$ cat src/rtl/cjtag_bridge_v2.sv
// cJTAG OScan1 to 4-wire JTAG bridge: synchronises the TCKC/TMSC pad pair, decodes
// escapes, checks the activation packet and converts 3-bit packets into TCK/TDI/TMS/TDO.
module cjtag_bridge_v2 #(
   parameter int         SYNC_STAGES    = 2,
   parameter int         DES_ESC_MIN    = 4,
   parameter int         SEL_ESC_MIN    = 6,
   parameter int         RST_ESC_MIN    = 8,
   parameter logic [3:0] OAC            = 4'b1100,
   parameter logic [3:0] EC             = 4'b1000,
   parameter int         CHECK_CP       = 0,
   parameter int         TAP_RST_PULSES = 5,
   parameter int         TCK_HALF       = 4
) (
   input  logic       clk_i,
   input  logic       rst_i,
   input  logic       tckc_i,
   input  logic       tmsc_i,
   output logic       tmsc_o,
   output logic       tmsc_oe_o,
   output logic       tck_o,
   output logic       tdi_o,
   output logic       tms_o,
   input  logic       tdo_i,
   output logic       online_o,
   output logic       err_o,
   output logic [2:0] state_o
);

   typedef enum logic [2:0] {
      ST_OFFLINE  = 3'd0,
      ST_ACTIVATE = 3'd1,
      ST_ONLINE   = 3'd2,
      ST_TAPRST   = 3'd3
   } state_t;

   localparam logic [3:0]  DES_L   = 4'(DES_ESC_MIN);
   localparam logic [3:0]  SEL_L   = 4'(SEL_ESC_MIN);
   localparam logic [3:0]  RST_L   = 4'(RST_ESC_MIN);
   localparam logic [15:0] HALF_L  = 16'(TCK_HALF - 1);
   localparam logic [7:0]  PULSE_L = 8'(TAP_RST_PULSES - 1);

   logic [SYNC_STAGES-1:0] tckc_sync_q, tckc_sync_d, tmsc_sync_q, tmsc_sync_d;
   logic        tckc_prev_q, tmsc_prev_q;
   logic [3:0]  tog_cnt_q, tog_cnt_d;
   logic [1:0]  phase_q, phase_d;
   logic [3:0]  bit_cnt_q, bit_cnt_d;
   logic [11:0] shreg_q, shreg_d;
   logic [15:0] half_cnt_q, half_cnt_d;
   logic [7:0]  pulse_cnt_q, pulse_cnt_d;
   state_t      state_q, state_d;
   logic        tck_q, tck_d, tdi_q, tdi_d, tms_q, tms_d;
   logic        tmsc_q, tmsc_d, oe_q, oe_d, err_q, err_d;

   logic        tckc_s, tmsc_s, tckc_rise, tckc_fall, tmsc_edge, pkt_ok;
   logic [11:0] pkt;

   always_comb begin
      tckc_sync_d = {tckc_sync_q[SYNC_STAGES-2:0], tckc_i};
      tmsc_sync_d = {tmsc_sync_q[SYNC_STAGES-2:0], tmsc_i};
      tckc_s      = tckc_sync_q[SYNC_STAGES-1];
      tmsc_s      = tmsc_sync_q[SYNC_STAGES-1];
      tckc_rise   = tckc_s & ~tckc_prev_q;
      tckc_fall   = ~tckc_s & tckc_prev_q;
      tmsc_edge   = tmsc_s ^ tmsc_prev_q;
      pkt         = {tmsc_s, shreg_q[11:1]};
      pkt_ok      = (pkt[3:0] == OAC) && (pkt[7:4] == EC) && ((CHECK_CP == 0) || (^pkt));
   end

   always_comb begin
      tog_cnt_d   = tog_cnt_q;
      phase_d     = phase_q;
      bit_cnt_d   = bit_cnt_q;
      shreg_d     = shreg_q;
      half_cnt_d  = half_cnt_q;
      pulse_cnt_d = pulse_cnt_q;
      state_d     = state_q;
      tck_d       = tck_q;
      tdi_d       = tdi_q;
      tms_d       = tms_q;
      tmsc_d      = tmsc_q;
      oe_d        = oe_q;
      err_d       = 1'b0;

      // TMSC edges coinciding with a TCKC edge are dropped (tckc_s high with no rise).
      if (tmsc_edge && tckc_s && !tckc_rise && !oe_q && (tog_cnt_q != 4'hF))
         tog_cnt_d = tog_cnt_q + 4'd1;

      if (state_q == ST_TAPRST) begin
         if (half_cnt_q == HALF_L) begin
            half_cnt_d = '0;
            tck_d      = ~tck_q;
            if (tck_q) begin
               if (pulse_cnt_q == PULSE_L) state_d = ST_OFFLINE;
               else pulse_cnt_d = pulse_cnt_q + 8'd1;
            end
         end else begin
            half_cnt_d = half_cnt_q + 16'd1;
         end
      end else if (tckc_fall) begin
         tog_cnt_d = '0;
         if (tog_cnt_q >= DES_L) begin
            phase_d = '0;
            tck_d   = 1'b0;
            oe_d    = 1'b0;
            if (tog_cnt_q >= RST_L) begin
               state_d     = (TAP_RST_PULSES > 0) ? ST_TAPRST : ST_OFFLINE;
               half_cnt_d  = '0;
               pulse_cnt_d = '0;
            end else if (tog_cnt_q >= SEL_L) begin
               if (state_q == ST_OFFLINE) begin
                  state_d   = ST_ACTIVATE;
                  bit_cnt_d = '0;
               end
            end else if (state_q == ST_ONLINE) begin
               state_d = ST_OFFLINE;
            end
         end else if ((tog_cnt_q == 4'd0) && (state_q == ST_ONLINE)) begin
            // phase_q has already advanced past the rise that opened this half-period
            if (phase_q == 2'd2) begin
               tmsc_d = tdo_i;
               oe_d   = 1'b1;
            end else if (phase_q == 2'd0) begin
               tck_d = 1'b0;
               oe_d  = 1'b0;
            end
         end
      end else if (tckc_rise) begin
         if (state_q == ST_ACTIVATE) begin
            shreg_d   = pkt;
            bit_cnt_d = bit_cnt_q + 4'd1;
            if (bit_cnt_q == 4'd11) begin
               state_d = pkt_ok ? ST_ONLINE : ST_OFFLINE;
               err_d   = ~pkt_ok;
               phase_d = '0;
            end
         end else if (state_q == ST_ONLINE) begin
            case (phase_q)
               2'd0:    begin tdi_d = ~tmsc_s; phase_d = 2'd1; end
               2'd1:    begin tms_d = tmsc_s;  phase_d = 2'd2; end
               default: begin tck_d = 1'b1;    phase_d = 2'd0; end
            endcase
         end
      end

      if (state_d != ST_ONLINE) begin
         tms_d = 1'b1;
         oe_d  = 1'b0;
         if (state_d != ST_TAPRST) tck_d = 1'b0;
      end
   end

   always_ff @(posedge clk_i) begin
      if (rst_i) begin
         tckc_sync_q <= '0;
         tmsc_sync_q <= '0;
         tckc_prev_q <= 1'b0;
         tmsc_prev_q <= 1'b0;
         tog_cnt_q   <= '0;
         phase_q     <= '0;
         bit_cnt_q   <= '0;
         shreg_q     <= '0;
         half_cnt_q  <= '0;
         pulse_cnt_q <= '0;
         state_q     <= ST_OFFLINE;
         tck_q       <= 1'b0;
         tdi_q       <= 1'b0;
         tms_q       <= 1'b1;
         tmsc_q      <= 1'b0;
         oe_q        <= 1'b0;
         err_q       <= 1'b0;
      end else begin
         tckc_sync_q <= tckc_sync_d;
         tmsc_sync_q <= tmsc_sync_d;
         tckc_prev_q <= tckc_s;
         tmsc_prev_q <= tmsc_s;
         tog_cnt_q   <= tog_cnt_d;
         phase_q     <= phase_d;
         bit_cnt_q   <= bit_cnt_d;
         shreg_q     <= shreg_d;
         half_cnt_q  <= half_cnt_d;
         pulse_cnt_q <= pulse_cnt_d;
         state_q     <= state_d;
         tck_q       <= tck_d;
         tdi_q       <= tdi_d;
         tms_q       <= tms_d;
         tmsc_q      <= tmsc_d;
         oe_q        <= oe_d;
         err_q       <= err_d;
      end
   end

   assign tmsc_o    = tmsc_q;
   assign tmsc_oe_o = oe_q;
   assign tck_o     = tck_q;
   assign tdi_o     = tdi_q;
   assign tms_o     = tms_q;
   assign err_o     = err_q;
   assign online_o  = (state_q == ST_ONLINE);
   assign state_o   = state_q;

endmodule

$ cat config.mk
export PLATFORM = sky130hd
export DESIGN_NAME = cjtag_bridge_v2
export DESIGN_NICKNAME = d
export VERILOG_FILES = /design/src/rtl/cjtag_bridge_v2.sv
export SDC_FILE = /design/constraint.sdc
export NUM_CORES = 1
export LEC_CHECK = 0
export ABC_AREA = 0
export CAP_MARGIN = 20
export CELL_PAD_IN_SITES_DETAIL_PLACEMENT = 2
export CELL_PAD_IN_SITES_GLOBAL_PLACEMENT = 2
export CORE_MARGIN = 2
export CORE_UTILIZATION = 36
export CTS_CLUSTER_SIZE = 8
export DETAILED_ROUTE_END_ITERATION = 7
export PLACE_DENSITY_LB_ADDON = 0.1
export SETUP_SLACK_MARGIN = 0.2
export SYNTH_ARGS = -nofsm -noshare
export SYNTH_HDL_FRONTEND = slang
export SYNTH_SLANG_ARGS = --single-unit
$ cat constraint.sdc
create_clock -name clk_i -period 2.7 [get_ports clk_i]
set_clock_uncertainty 0.2 [all_clocks]
set_input_delay 0.54 -clock clk_i [delete_from_list [all_inputs] [get_ports clk_i]]
set_output_delay 0.54 -clock clk_i [all_outputs]
set_load 0.005 [all_outputs]
==> metrics list, run 1 <==
- CTS tree: yes
- Setup slack closes at 0.3099 ns.
* Flop-to-flop setup slack: 0.31 ns
- Net Count, Synth: 363
- Nets@finish: 382
* Routed wire length: 8144 microns
- Sequential power share: 47.6%
- The floorplan step set the die width to 93.82 microns.
- The final critical path takes up 88.52% of the cycle.
* Sw Ratio: 22.21%
- Total die area: 0.008801 sq mm
* Core area: 0.007767 sq mm
- Among all stages on the critical path, the largest delay is contributed by or4_1.
- 0 antenna diodes ended up in the layout.
* Clock latency on the worst-skew pair: 0.34 ns
- The flow ran to the end, and the final reports show no timing, DRC or antenna violations.
- The share of synthesized area in the top cell type comes to 41.36%.
- The startpoint identified for the worst register-to-register timing path is half_cnt_q[0].
- For met3 alone, demand over resource in global routing was 3.933%.
* Post-Syn Area: 0.002904 sq mm
- Most used DFF post-synth: dfxtp_1
- Iteration count of the initial detailed-routing pass: 4
* Part of the total power dissipated in the clock network: 49.3%
* Critical register-to-register path endpoint: pulse_cnt_q[7]
- P_int: 1.456 mW
- In the global route stage, met1 resource usage came out at 25.58%.
* Number of buffer cells added on primary ports: 14
- Unrepaired setup endpoints after global routing: false
* 1st-iter DRT viols: 85
* Critical path launch point type: register
- I/O pin count: 15
* Hold violation count in the final report: 0
- Critical path capture point type: register
- Count of filler cells inserted in the layout: 885
- The via count of the first global-routing pass was 2721.
* Total DRC errors in the routed layout: 0
- The analysis attributes to net switching a power of 0.4157 mW.
- Fraction of power consumed by combinational cells: 3.1%
- Average cell area after synthesis: 8.297 sq um
- CP required: 2.77 ns
- # rows: 32
* Routed vias: 2573
- Cts hold-fix bufs: 0
- The worst register-to-register path has a depth of 6.
- Share of flip-flops with an asynchronous set or reset: 0%
- Worst setup slack before clock tree synthesis: 0.2415 ns
- The signal on the critical path passes through ha_2 > nor4b_1 > and4_4 > a41oi_4 > or4_1 > a21oi_1.
- The worst hold path begins at tmsc_sync_q[0].
* HPWL after detailed placement: 5582 microns
* Hold Path Depth: 1
* Clock transition at the registers of the reported paths: 0.07 ns
* First-pass GRT wire length: 13410 microns
- DRT antenna net count: 0
* Worst ir drop on vdd: 257.4 uV
* Routed wire per std cell: 17.11 microns
- Entering global routing, the biggest net connects 21 pins.
- Final Critical Period: 2.390 ns
- Count of mapped cells out of synthesis: 350
- Via-per-instance ratio: 5.405
- Power density relative to cell area: 544.5 mW/mm^2
- Top fanout value on the critical path: 7
- Setup violations remaining at the end of the flow were counted as 0.
- In this run the tightest slew margin relative to its limit is 59.16%.
* P_leak: 1.175 nW
* Cells taking the most area after synthesis: dfxtp_1 (41%), a21oi_1 (5.0%), nor2_1 (4.9%)
- Derived from the worst setup path, the maximum achievable clock frequency is 0.4184 GHz.
- The clock net in this run drives a total of 60 sinks.
- Met2 Use GR: 32.20%
- Tightest Hold Check Type: reg2reg
* Clock tree root buffer cell: clkbuf_8
* Critical Setup Path Class: reg2reg
* Buffers from clock root to sink, at most: 2
* Clock buffers created by TritonCTS: 9
* Number of enable-type register cells in the synthesized netlist: 0
- Terminating pin of the worst hold path: tmsc_sync_q[1]
* Accumulated negative setup slack: 0 ns
* Portion of the post-synthesis area used by sequential elements: 41.36%
- Slew at the pin closest to its max-slew limit: 0.6041 ns
- Arrival time of data at the critical path endpoint: 2.46 ns
* Busiest metal layer after global routing: met2
- The tool flagged a number of max-cap violations equal to 0.
- In the global route stage, overall resource usage came out at 19.34%.
- Yosys warns: 0
* Count of unique library cells instantiated by Yosys: 50
* H-tree depth: 3
- Counting flops and latches in the post-synthesis netlist gives 60.
- Area overhead of the layout relative to synthesis: 18.35%
- GP Congestion: 0.7383
* Crit-path max cell delay: 0.54 ns
- Launch point of the worst path: half_cnt_q[0]
- Summed over all instances, the cell type with the most area after synthesis is dfxtp_1.
- The die is 93.82 microns tall.
- The initial antenna violation count is 0.
- Count of final max-slew check failures: 0
* Share of post-route cells with drive strength above 1: 11.76%
* Starting density of the core: 37.39%
- Final global-route overflow total: 0
-- logic make-up (layout without fill, tap and decap cells) --
group	after synthesis	after routing	share of synthesized area, %
simple gates	169	169	31.11
buf+inv	34	57	5.127
mux	6	6	2.068
xor+xnor	15	15	4.524
flops	60	60	41.36
fa+ha+maj	8	8	3.447
compound gates	58	59	12.37
-- metal layers --
layer	part of all wire [%]	up-vias
met5	0	-
met4	1.1	0
met3	1.6	9
met2	47	18
met1	50	1271
li1	-	1275
-- cell usage after synthesis, types with 6 or more instances --
cell / number
xor2_1: 7
nor2b_1: 7
a21oi_1: 29
mux2i_1: 6
or3_1: 6
o21ai_0: 9
ha_1: 8
nor4b_1: 6
nand3_1: 26
nor2_1: 38
clkbuf_1: 10
buf_2: 7
nand2_1: 35
xnor2_1: 8
dfxtp_1: 60
inv_1: 12
nand4_1: 11
-- sequential cells by signal, summed over array words and instances, names as in the netlist --
| register | cells |
|---|---|
| shreg_q | 11 |
| phase_q | 2 |
| err_o | 1 |
| state_o | 3 |
| half_cnt_q | 16 |
| tog_cnt_q | 4 |
| tmsc_prev_q | 1 |
| bit_cnt_q | 4 |
| tmsc_o | 1 |
| tmsc_sync_q | 2 |
| tck_o | 1 |
| pulse_cnt_q | 8 |
| tmsc_oe_o | 1 |
| tckc_sync_q | 2 |
| tckc_prev_q | 1 |
| tdi_o | 1 |
| tms_o | 1 |
-- layout by cell type (no fill, tap or decap), types with 6 or more instances in the layout --
cell,n
dfxtp_1,59
nor2_1,38
nand2_1,35
a21oi_1,29
nand3_1,26
buf_4,15
clkdlybuf4s50_1,13
inv_1,11
nand4_1,11
clkbuf_8,10
o21ai_0,9
xnor2_1,8
nor2b_1,7
xor2_1,7
mux2i_1,6
nor4b_1,6
or3_1,6
ha_1,6
-- critical path: cells and delay by family (launching register included) --
kind,cells,cell delay [ns]
simple gates,3,1.16
flops,1,0.38
fa+ha+maj,1,0.25
compound gates,2,0.33
-- power groups by stage --
| stage | Sequential [mW] | Combinational, mW | Clock (mW) |
|---|---|---|---|
| global placement | 0.913 | 0.0570 | 0 |
| floorplan | 0.912 | 0.0342 | 0 |
| finish | 0.891 | 0.0580 | 0.922 |
| global route | 0.892 | 0.0646 | 0.994 |
| detailed placement | 0.913 | 0.0581 | 0 |
| CTS | 0.892 | 0.0597 | 0.950 |
-- final cells by class --
cell class / count / area, sq um / share of cell area, %
Clock buffer: 10 / 137.6 / 4.004
Multi-Input combinational cell: 257 / 1580 / 45.98
Tap cell: 102 / 127.6 / 3.713
Inverter: 12 / 45.04 / 1.311
Clock inverter: 6 / 86.33 / 2.512
Timing Repair Buffer: 29 / 255.2 / 7.426
Sequential cell: 60 / 1205 / 35.06
-- metrics by stage --
step	util, %	hold slack (ns)	cell area, sq um	cells	total power, mW
finish	44.25	0.2452	3437	476	1.872
global route	44.25	0.2730	3437	476	1.950
CTS	43.59	0.2551	3386	472	1.902
detailed placement	40.66	0.2433	3158	456	0.9711
global placement	40.66	0.2194	3158	456	0.9697
floorplan	-	0.2138	2904	350	0.9459
-- worst max path at each step --
stage | endpoint | depth (start not counted)
after floorplan | bit_cnt_q[2] | 8
after global placement | pulse_cnt_q[5] | 6
after detailed placement | pulse_cnt_q[5] | 6
after CTS | online_o | 3
after global routing | tck_o | 5
final | pulse_cnt_q[7] | 6
-- what timing repair did --
item,CTS,global route
setup endpoints to repair,1,6
gates cloned,0,1
gates resized for setup,3,6
buffers inserted,0,3
pin swaps,0,2
(Power assumes the default switching activity.)
==> run 2, diff against run 1 <==
--- a/config.mk
+++ b/config.mk
@@ -10,7 +10,7 @@
 export CELL_PAD_IN_SITES_DETAIL_PLACEMENT = 2
 export CELL_PAD_IN_SITES_GLOBAL_PLACEMENT = 2
 export CORE_MARGIN = 2
-export CORE_UTILIZATION = 36
+export CORE_UTILIZATION = 33
 export CTS_CLUSTER_SIZE = 8
 export DETAILED_ROUTE_END_ITERATION = 7
 export PLACE_DENSITY_LB_ADDON = 0.1
==> constraint.sdc (replaced) <==
create_clock -name clk_i -period 2.05 [get_ports clk_i]
set_clock_uncertainty 0.2 [all_clocks]
set_input_delay 0.41 -clock clk_i [delete_from_list [all_inputs] [get_ports clk_i]]
set_output_delay 0.41 -clock clk_i [all_outputs]
set_load 0.005 [all_outputs]
==> run 2 against run 1 <==
Against the previous run:
- clock-buffer cell count is 2 higher
- sequential power is 31% higher
- largest cell class unchanged
- fmax is 5.3% higher
- core utilization is 9.7 points higher
- first-iteration DRC count is 1.2% higher
- worst setup slack worse by 0.53 ns
- the run now ends with negative setup slack left
- critical path type unchanged
==> metrics list, run 2 (synthesis gave the netlist of run 1 again) <==
- Vias in the first global route: 3328
- The worst register-to-register path has a depth of 7.
* GRT Resource Usage Total: 23.70%
* Highest clock rate: 0.4408 GHz
- Clock-pin slew was measured on the worst setup and hold paths at 0.08 ns.
- Total die area: 0.009567 sq mm
* Terminating pin of the worst hold path: tmsc_sync_q[1]
- Min-Delay Startpoint: tmsc_sync_q[0]
* Die width: 97.81 microns
- Slew at the pin closest to its max-slew limit: 0.4991 ns
- Along the worst path, the maximum fanout reaches 8.
- The first detailed-routing pass ran for 4 iterations.
- After detailed placement, the total cell area comes to 0.003467 sq mm.
- Worst ir drop on vdd: 371.6 uV
* Fin util: 53.97%
- Non-filler cells in the finished layout: 559
- Starting density of the core: 33.63%
- After the last flow step, the layout net total stands at 461.
- Unrepaired setup endpoints after global routing: true
* HPWL after detailed placement: 6431 microns
- Launch point of the worst reg-to-reg path: half_cnt_q[0]
* Routed wire length: 14170 microns
- Setup-violating endpoint count in the final report: 14
- Area overhead of the layout relative to synthesis: 60.49%
- Count of final max-slew check failures: 0
* Flip-flop count of the largest register, all copies and words added: 16
* Relative max-transition margin: 66.72%
- The setup check on the worst reg-to-reg path leaves a slack of -0.22 ns.
- Summed over all layers, the global routing overflow is 0.
* Critical path launch point type: register
- For the worst setup path, the data required time is 2.11 ns.
- Largest net degree at the start of global routing: 14
- Total DRC errors in the routed layout: 0
* DRT antenna net count: 0
- In this run the critical register-to-register path is captured at pulse_cnt_q[1].
- Critical path capture point type: register
- Area of all placed cells without fillers: 0.004661 sq mm
- Arrival time of data at the critical path endpoint: 2.33 ns
- The total area inside the core boundary comes to 0.008636 sq mm.
- H-tree depth: 3
- The congestion estimate from routability-driven global placement came to 0.7605.
- Hold violation count in the final report: 0
* Buffers from clock root to sink, at most: 2
- Share of the clock period used by the worst path after layout: 110.7%
- Final worst-path setup slack: -0.2188 ns
* # diodes: 0
- # placed instances: 495
* I/O pin count: 15
- The floorplan has 34 rows.
- The first global-routing pass estimated 17770 microns of wire.
* Clock Sink Count: 60
* Status: complete, but fails checks
- Final Critical Period: 2.269 ns
* Failing checks: negative setup slack
* Number of antenna violations at the first check in global routing: 0
* Clock buffers created by TritonCTS: 9
- The largest registers in the layout are half_cnt_q x16, shreg_q x11, pulse_cnt_q x8.
- At the later pin of the worst-skew pair, clock insertion delay measures 0.37 ns.
- Leaving out fill and tap cells, the most frequent cell in the layout is buf_4.
* Share of post-route cells with drive strength above 1: 47.23%
* Cts hold-fix bufs: 0
- In the layout the commonest cells are buf_4 (67), dfxtp_1 (39), nand2_1 (29).
- Count of maximum capacitance violations: 0
- Routed vias: 3187
* Hold Path Depth: 1
- Clock tree root buffer cell: clkbuf_8
- Accumulated negative setup slack: -0.7295 ns
* CTS tree: yes
- P_leak: 1.708 nW
* Die extent in y: 97.81 microns
- After the first detailed-routing iteration, the DRC count stood at 86.
- Critical Setup Path Class: reg2reg
- Tightest Hold Check Type: reg2reg
- Power density relative to cell area: 512.4 mW/mm^2
- Worst Hold Margin: 0.2575 ns
* Number of buffer cells added on primary ports: 14
* Via-per-instance ratio: 5.701
- The register with the most flip-flops in the final layout is half_cnt_q.
* Routed wire per std cell: 25.34 microns
==> run 2: changes by cell type in the layout (fill, tap and decap cells not counted), moves of 6 or more <==
cell	before	now
nor2_4	0	9
nand3_1	26	20
dfxtp_4	1	7
dfxtp_1	59	39
a21oi_1	29	20
nand2_1	35	29
buf_4	15	67
dfxtp_2	0	14
a21oi_2	0	8
nor2_1	38	26
buf_6	0	26
==> run 2: worst max-delay path by stage <==
stage	start	endpoint	slack, ns
global route	half_cnt_q[1]	pulse_cnt_q[1]	-0.20
global placement	half_cnt_q[9]	pulse_cnt_q[7]	0.02
finish	half_cnt_q[0]	pulse_cnt_q[1]	-0.22
detailed placement	half_cnt_q[1]	pulse_cnt_q[5]	-0.08
CTS	state_o[2]	online_o	0.03
floorplan	half_cnt_q[1]	pulse_cnt_q[2]	0.11
==> run 2: final cells by class <==
class | instances | area [sq um]
multi-input combinational | 257 | 2096
sequential | 60 | 1245
clock buffer | 12 | 165.2
timing repair buffer | 108 | 962.2
tap | 108 | 135.1
fill | 878 | 3975
clock inverter | 2 | 10.01
inverter | 12 | 47.55
==> run 2: power breakdown <==
part	switching [mW]	internal [mW]	total (mW)
Combinational	0.0818	0.0796	0.161
Clock	0.537	0.521	1.06
Sequential	0.00652	1.16	1.17
==> run 2: stage by stage <==
step                power (mW)  setup slack [ns]
floorplan                1.249            0.1101
global placement         1.289           0.02335
detailed placement       1.292          -0.08244
CTS                      2.315           0.02749
global route             2.455           -0.2011
finish                   2.388           -0.2188
==> run 2: timing repair <==
action | CTS | global route
endpoints found under the hold margin | 0 | 0
setup buffers | 24 | 24
cloned | 2 | 0
endpoints found under the setup margin | 54 | 57
gates resized for setup | 75 | 100
pin swaps | 27 | 47
==> run 2: routing by layer <==
| layer | share of wire, % | global-route usage, % | vias up |
|---|---|---|---|
| li1 | - | - | 1434 |
| met1 | 39 | 26.87 | 1639 |
| met2 | 54 | 45.31 | 74 |
| met3 | 2.9 | 4.366 | 40 |
| met4 | 4.0 | 6.410 | 0 |
| met5 | 0 | 0 | - |
==> run 2: worst max-delay path, cell delays in order (launching register included) <==
cell and delay, ns:
dfxtp_2 0.37, ha_4 0.15, nor4b_4 0.25, and4_4 0.32, buf_6 0.12, a41oi_4 0.22
nand3b_1 0.28, a21oi_1 0.24
==> run 3, diff against run 2 <==
--- a/config.mk
+++ b/config.mk
@@ -9,6 +9,7 @@
 export CAP_MARGIN = 20
 export CELL_PAD_IN_SITES_DETAIL_PLACEMENT = 2
 export CELL_PAD_IN_SITES_GLOBAL_PLACEMENT = 2
+export CORE_ASPECT_RATIO = 0.75
 export CORE_MARGIN = 2
 export CORE_UTILIZATION = 33
 export CTS_CLUSTER_SIZE = 8
==> run 3 against run 2 <==
Against the previous run:
- the run still ends with negative setup slack left
- register-to-register slack improved by 0.02 ns
- final cell count fell by 1.1%
- first-iteration DRC count rose by 86%
- critical endpoint unchanged
- worst setup slack improved by 0.022 ns
- critical path type unchanged
- core utilization rose by 2.0 points
- power rose by 27%
- largest cell class unchanged
- hold slack improved by 0.0018 ns
==> metrics list, run 3 (synthesis gave the netlist of run 1 again) <==
- The run finished, with violations left.
- The checks that failed: negative setup slack.
- Hold violation count in the final report: 0
- In the final routed layout, each cell accounts on average for 26.82 microns.
- Clock Sink Count: 60
- In the routed design, unresolved DRC markers number 0.
- Count of maximum capacitance violations: 0
* P_leak: 1.740 nW
* Worst ir drop on vdd: 653.6 uV
- Data arrives at the worst endpoint at 2.27 ns.
* Critical path buffers and inverters: 1
* Worst path top cell family by delay: simple AND/OR/NAND/NOR gates
* Count of final max-slew check failures: 0
- Measured on the finished design, the core utilization comes to 55.92%.
* Flip-flop count of the largest register, all copies and words added: 16
* Nets@finish: 453
* Register bank with the most flops: half_cnt_q
* Core area: 0.008491 sq mm
* Sequential power share: 38.7%
- Summed over all layers, the global routing overflow is 0.
- The pre-antenna-repair detailed-routing pass consisted of 4 iterations.
- Part of the total power dissipated in the clock network: 56.5%
- Ordered list of cells on the worst path: ha_4 > nor4b_4 > and4_4 > buf_6 > a41oi_4 > nand3b_1 > a21oi_1
- The detail route stage leaves a number of antenna-violating nets equal to 0.
* Top fanout value on the critical path: 8
- Area overhead of the layout relative to synthesis: 63.51%
* Overall power after layout: 3.028 mW
- Detailed placement finished with a half-perimeter wire length of 6764 microns.
* Final Critical Period: 2.247 ns
- Final worst-path setup slack: -0.1969 ns
* Unrepaired setup endpoints after global routing: true
* Clock transition at the registers of the reported paths: 0.05 ns
- Fraction of power consumed by combinational cells: 4.8%
* Critical path launch point type: register
* Routed vias: 3169
- The path class of the tightest hold or removal check is reg2reg.
- 15 I/O pins were placed.
- At the worst endpoint, the required time is 2.08 ns.
- Power density relative to cell area: 637.7 mW/mm^2
- The first global-routing pass estimated 18380 microns of wire.
- Number of buffer cells added on primary ports: 14
* Die extent in y: 85.24 microns
- The die covers 0.009574 sq mm.
- The initial antenna violation count is 0.
* H-tree depth: 3
* Clock buffers created by TritonCTS: 9
* Share of the clock period used by the worst path after layout: 109.6%
* Starting density of the core: 34.20%
* Accumulated negative setup slack: -0.3486 ns
* Via-per-instance ratio: 5.731
* Relative max-transition margin: 69.41%
- Buffers from clock root to sink, at most: 2
- # rows: 29
- P_int: 2.321 mW
- The critical path is of the reg2reg type.
- For this block, the routed nets add up to 14830 microns of wire.
- In this run the power spent charging and discharging nets is 0.7073 mW.
* Die width: 112.3 microns
- For the pin with the worst max-slew slack, the measured transition is 0.4577 ns.
- Cts hold-fix bufs: 0
- Sw Ratio: 23.36%
* Share of post-route cells with drive strength above 1: 48.09%
* Critical path capture point type: register
* Vias in the first global route: 3325
* GRT Resource Usage Total: 24.97%
* Commonest cells after routing, fill and taps aside: buf_4 (68), dfxtp_1 (40), nand2_1 (31)
* Worst-path cell with the longest stage delay: dfxtp_2
* Clock tree root buffer cell: clkbuf_16
- Largest net degree at the start of global routing: 15
* CTS tree: yes
* Crit-path max cell delay: 0.38 ns
* # diodes: 0
- 1st-iter DRT viols: 160
* Most common cell after layout, fill and taps aside: buf_4
- Setup-violating endpoint count in the final report: 5
- Largest registers in the final layout: half_cnt_q x16, shreg_q x11, pulse_cnt_q x8
- The later pin in the worst-skew pair is clocked with a latency of 0.35 ns.
- GP Congestion: 0.7447
* Highest clock rate: 0.4451 GHz
-- run 3: worst paths after layout --
kind / start / to / slack [ns] / depth (start not counted)
max: half_cnt_q[1] / pulse_cnt_q[1] / -0.20 / 7
min: tckc_sync_q[0] / tckc_sync_q[1] / 0.26 / 1
max reg2reg: half_cnt_q[1] / pulse_cnt_q[1] / -0.20 / 7
min reg2reg: tckc_sync_q[0] / tckc_sync_q[1] / 0.26 / 1
-- run 3: layout make-up --
class / instances / area, sq um
Tap cell: 108 / 135.1
Timing Repair Buffer: 100 / 867.1
Multi-Input combinational cell: 257 / 2140
Clock buffer: 11 / 242.7
Clock inverter: 5 / 75.07
Inverter: 12 / 47.55
Fill cell: 863 / 3742
Sequential cell: 60 / 1241
-- run 3: repair_timing --
item,4_1_cts,5_1_grt
pin swaps,29,42
cloned,2,0
resized for setup,69,104
buffers inserted,16,24
setup endpoints to repair,55,52
-- run 3: worst register-to-register path, stage by stage, from the launching register on --
cell	delay [ns]
dfxtp_2	0.38
ha_4	0.16
nor4b_4	0.18
and4_4	0.32
buf_6	0.13
a41oi_4	0.21
nand3b_1	0.27
a21oi_1	0.29
-- run 3: layer usage --
layer | up-vias | GRT usage, % | wire [microns]
met4 | 0 | 7.982 | 506
met1 | 1616 | 31.82 | 6322
li1 | 1428 | - | -
met2 | 90 | 41.89 | 7340
met3 | 35 | 6.143 | 660
met5 | - | 0 | 0
-- run 3: metrics by stage --
| stage | hold WS (ns) | setup slack (ns) | instances | cell area, sq um |
|---|---|---|---|---|
| final | 0.2593 | -0.1969 | 553 | 4748 |
| after detailed placement | 0.2476 | -0.07793 | 495 | 3467 |
| after CTS | 0.2571 | 0.03743 | 529 | 4169 |
| after global routing | 0.2687 | -0.2622 | 553 | 4748 |
| after global placement | 0.2170 | -0.01065 | 495 | 3467 |
| after floorplan | 0.2137 | 0.1101 | 350 | 2978 |
-- run 3: power by group through the flow --
stage | registers [mW] | logic, mW | clock network [mW]
after floorplan | 1.20 | 0.0481 | 0
after global placement | 1.20 | 0.0855 | 0
after detailed placement | 1.20 | 0.0882 | 0
after CTS | 1.18 | 0.103 | 1.68
after global routing | 1.17 | 0.152 | 1.78
final | 1.17 | 0.146 | 1.71
